===== src/rtl/montgomery_mul_pipe.sv =====
// montgomery_mul_pipe: 3-stage elastic multi-lane Montgomery multiply/reduce (q=3329, R=2^16) with tag sideband
module montgomery_mul_pipe #(
  parameter int LANES   = 2,
  parameter int COEFF_W = 16,
  parameter int TAG_W   = 8,
  parameter int QINV    = 62209,
  parameter int KYBER_Q = 3329,
  parameter int MONT_R2 = 1353
) (
  input  logic                       clk,
  input  logic                       rst_n,
  input  logic                       in_valid,
  output logic                       in_ready,
  input  logic                       in_mode,
  input  logic [TAG_W-1:0]           in_tag,
  input  logic [LANES*COEFF_W-1:0]   in_a,
  input  logic [LANES*COEFF_W-1:0]   in_b,
  output logic                       out_valid,
  input  logic                       out_ready,
  output logic [TAG_W-1:0]           out_tag,
  output logic [LANES*COEFF_W-1:0]   out_coeffs
);
  localparam int PW = 2 * COEFF_W;
  logic v1, v2, v3, en1, en2, en3;
  logic [TAG_W-1:0] tag1, tag2, tag3;
  logic [LANES-1:0][PW-1:0] p1, p2, p_n;
  logic [LANES-1:0][COEFF_W-1:0] u2, r3, u_n, r_n;
  // a stage may load whenever it is empty or its contents move on this cycle
  assign en3 = !v3 || out_ready;
  assign en2 = !v2 || en3;
  assign en1 = !v1 || en2;
  assign in_ready = en1;
  assign out_valid = v3;
  assign out_tag = tag3;
  assign out_coeffs = r3;
  for (genvar i = 0; i < LANES; i++) begin : g_lane
    logic [PW-1:0] ae, be, t;
    // sign-extended operands; the low PW bits of an unsigned product equal the signed product
    assign ae = PW'($signed(in_a[i*COEFF_W +: COEFF_W]));
    assign be = in_mode ? PW'(MONT_R2) : PW'($signed(in_b[i*COEFF_W +: COEFF_W]));
    assign p_n[i] = ae * be;
    assign u_n[i] = p1[i][COEFF_W-1:0] * COEFF_W'(QINV);
    assign t = PW'($signed(u2[i])) * PW'(KYBER_Q);
    assign r_n[i] = COEFF_W'((p2[i] - t) >> COEFF_W);
  end
  always_ff @(posedge clk or negedge rst_n) begin
    if (!rst_n) begin
      v1 <= 1'b0;
      v2 <= 1'b0;
      v3 <= 1'b0;
      tag1 <= '0;
      tag2 <= '0;
      tag3 <= '0;
      p1 <= '0;
      p2 <= '0;
      u2 <= '0;
      r3 <= '0;
    end else begin
      if (en1) v1 <= in_valid;
      if (en2) v2 <= v1;
      if (en3) v3 <= v2;
      if (en1 && in_valid) begin
        p1 <= p_n;
        tag1 <= in_tag;
      end
      if (en2 && v1) begin
        p2 <= p1;
        u2 <= u_n;
        tag2 <= tag1;
      end
      if (en3 && v2) begin
        r3 <= r_n;
        tag3 <= tag2;
      end
    end
  end
endmodule

===== config.mk =====
export PLATFORM = sky130hd
export DESIGN_NAME = montgomery_mul_pipe
export DESIGN_NICKNAME = d
export VERILOG_FILES = /design/src/rtl/montgomery_mul_pipe.sv
export SDC_FILE = /design/constraint.sdc
export NUM_CORES = 2
export LEC_CHECK = 0
export ABC_AREA = 1
export CELL_PAD_IN_SITES_DETAIL_PLACEMENT = 2
export CELL_PAD_IN_SITES_GLOBAL_PLACEMENT = 2
export CORE_MARGIN = 1.5
export CORE_UTILIZATION = 40
export CTS_BUF_LIST = sky130_fd_sc_hd__clkbuf_4
export DETAILED_ROUTE_END_ITERATION = 8
export GPL_ROUTABILITY_DRIVEN = 0
export HOLD_SLACK_MARGIN = 0.15
export PLACE_DENSITY_LB_ADDON = 0.1
export SKIP_LAST_GASP = 1
export SLEW_MARGIN = 20
export SYNTH_ARGS = -nofsm -noshare
export SYNTH_HDL_FRONTEND = slang
export SYNTH_SLANG_ARGS = --single-unit

===== constraint.sdc =====
create_clock -name clk -period 7.1 [get_ports clk]
set_clock_uncertainty 0.05 [all_clocks]
set_input_delay 1.065 -clock clk [delete_from_list [all_inputs] [get_ports clk]]
set_output_delay 1.065 -clock clk [all_outputs]
set_load 0.03 [all_outputs]

==> summary.txt <==
Placed design
  – DP Cell Count: 6102
  – IO Port Bufs: 118
  – Final HPWL DP: 118000 um

Synthesis
  – Fraction of registers with async set/reset: 100%
  – Post-synth EDFFs: 0
  – Syn Std Cell Area: 36900 um^2
  – Synth Net Count: between 5000 and 6000
  – Top-count cell post-synth: nand2_1
  – Most area-consuming cells after synthesis: fa_1 (32%), ha_1 (14%), dfrtp_1 (14%)
  – Synth area leader: fa_1
  – Synthesized area per cell: 8.00 um^2
  – Unique masters post-synth: 46
  – Yosys warning count: 0
  – Cells after Synth: 4618
  – Seq/Total Area, Yosys: 13.7%
  – Synth top cells by count: nand2_1 (1047), inv_1 (970), fa_1 (599)
  – Yosys top cell area share: 32.5%
  – #FFs+latches synth: ~200
  – Main synth FF type: dfrtp_1

Floorplan
  – Die ar.: 94200 um^2
  – # rows: 111
  – Die H: 307 um
  – Core Area: a little over 90000 um^2
  – Initial core utilization: 40.4%
  – Die X: between 300 and 400 um
  – Io pins: 119

GRT
  – Met2 Use GR: 50.8%
  – Global route total overflow: 0
  – Largest net degree at the start of global routing: 147
  – GR Util met1: 38.1%
  – Met3 Usage GRT: 2.77%
  – Top Usage Layer GRT: met2
  – Initial antenna violation count: 3
  – Vias in the first global route: approximately 38000
  – First-pass GRT wire length: 213000 um
  – Aggregate global-route resource usage: 29.0%

Drt
  – Drt total wl: between 100000 and 150000 um
  – Remaining DRCs: 0
  – Vias per cell: 5.18
  – DR WL/cell: 21.6 um
  – Via count: 32000
  – Final ANT Viol Nets: 0
  – Drt pass-1 iters: 5
  – Initial drt markers: 1277

Critical path
  – Worst setup path end: p1[59]$_DFFE_PN0P_
  – Worst R2R Start: p2[34]$_DFFE_PN0P_
  – Family with the most delay on the worst path: adder cells
  – Largest stage delay, worst path: 540 ps
  – CP Launch Type: primary input
  – Flop-to-flop setup slack: 1320 ps
  – Crit path buf inv count: 7
  – R2r worst-path depth: 26
  – CP startpoint: in_b[26]
  – Crit. End Element: flop
  – Data required time of the worst path: 7630 ps
  – Worst-path maximum fanout: 9
  – Most frequent CP cell: fa_1
  – CP max stage cell: fa_1
  – Critical path class: primary input to flop
  – CP cell instances: clkdlybuf4s50_1 > nor2_1 > clkinv_1 > nand2_1 > fa_1 > fa_1 > fa_1 > inv_1 > fa_1 > fa_1 > inv_1 > fa_1 > inv_1 > ha_1 > a21oi_1 > inv_1 > a21oi_1 > buf_4 > o21bai_1 > nand2_1 > nand4_1 > nand3_1 > o21ai_1
  – R2r endpoint: out_coeffs[27]$_DFFE_PN0P_
  – CP Depth: 23
  – CP arrival: 7030 ps

Timing
  – Final critical-path required period: 6510 ps
  – Pins over their slew limit: 0
  – Relative slew slack: between 40% and 50%
  – Worst-margin pin slew: 886 ps
  – Max Clock Freq: 0.154 GHz
  – Final period utilization: between 90% and 100%
  – Final Setup Violations: 0
  – RSZ-0062 raised after global routing: no
  – Final Hold Fails: 0

Finish
  – Register area: 5080 um^2
  – Finished Layout Cells: 6184
  – Share of cells above drive strength 1: under 10%
  – Multi-input gate area: 27800 um^2
  – # nets final: 6067
  – Layout fillers: 10400
  – Syn-to-layout area delta: 13.8%

Min path
  – HP Class: primary input to asynchronous set/reset pin

Clock network
  – Clk_lat worst skew: around 750 ps
  – Resized cells post-CTS: 0
  – Clock root buffer: clkbuf_4
  – CTS H-tree depth: 2
  – CTS Buffer Depth: 3
  – CTS clk-pin slew, worst paths: about 70 ps
  – CTS tree: yes
  – CTS buffer count: 51
  – Clock sink count: 203
  – Post CTS Setup Buffer Count: 0
  – Post-CTS Hold Buffers: 0

Status
  – Status: completed

Run
  – Max-cap violations: 0
area by class of cell:
cell class / count / share of cell area, %
flip-flops and latches: 203 / 12.1
well taps: 1186 / 3.53
multi-input cells: 3343 / 66.2
diodes: 2 / 0.0119
repair buffers: 385 / 7.98
clock inverters: 14 / 0.211
clock buffers: 66 / 1.18
inverters: 985 / 8.80
per-layer routing:
metal	wire, um	share of wire, %
met1	59700	45
met2	65400	49
met3	4410	3.3
met4	3900	2.9
met5	13	0.0097
worst min-delay path by stage:
stage                   startpoint                         end  slack, ps
2_1_floorplan  tag2[0]$_DFFE_PN0P_      out_tag[0]$_DFFE_PN0P_        390
3_3_place_gp   tag2[6]$_DFFE_PN0P_      out_tag[6]$_DFFE_PN0P_        400
3_5_place_dp    p1[48]$_DFFE_PN0P_          p2[48]$_DFFE_PN0P_        420
4_1_cts                      rst_n      out_tag[2]$_DFFE_PN0P_        170
5_1_grt                      rst_n  out_coeffs[16]$_DFFE_PN0P_        200
6_report                     rst_n              v2$_DFFE_PN0P_        220
cells by family (layout without fill, tap and decap cells):
family | Yosys count | after routing | synth area share, %
other | 0 | 2 | 0
DFF | 203 | 203 | 13.7
AOI/OAI and AO/OA | 420 | 420 | 6.28
adders and majority gates | 1021 | 1021 | 46.7
xor gates and xnor gates | 99 | 99 | 2.35
buffers and inverters | 1072 | 1450 | 11.0
and+or+nand+nor | 1803 | 1803 | 19.9
metrics by stage:
step	TNS [ps]	worst slack [ps]	instance area, um^2	utilization [%]	hold WS, ps
2_1_floorplan	0	605	36900	-	392
3_3_place_gp	-5450	-308	41400	45.3	402
3_5_place_dp	-16100	-593	41400	45.3	417
4_1_cts	0	231	42000	45.9	169
5_1_grt	0	307	42100	45.9	204
6_report	0	595	42100	45.9	223
registers in the layout (all words and copies together), names as in the netlist:
signal      count
out_coeffs     32
out_tag         8
out_valid       1
p1             64
p2             64
tag1            8
tag2            8
u2             16
v1              1
v2              1
cells in the final DEF (no fill, tap or decap), types with 8 or more instances in the layout:
cell / n
ha_1: 421
a31oi_1: 10
nand3_1: 166
buf_4: 254
nand2_1: 1045
a21oi_2: 8
a21o_1: 12
dfrtp_1: 203
fa_1: 598
o21ai_0: 165
nor2_2: 10
clkbuf_4: 66
nand4_1: 52
o21ai_1: 19
o21bai_1: 34
xnor2_1: 67
nor2_1: 437
nand2_2: 15
clkdlybuf4s50_1: 116
xor2_1: 32
a21oi_1: 148
clkinv_1: 22
inv_1: 970
nand3b_1: 10
or2_1: 11
nor3_1: 29
buf_12: 13
Power is not shown: default switching activity piles up to over one toggle a cycle in this logic, so the estimate is an artifact.
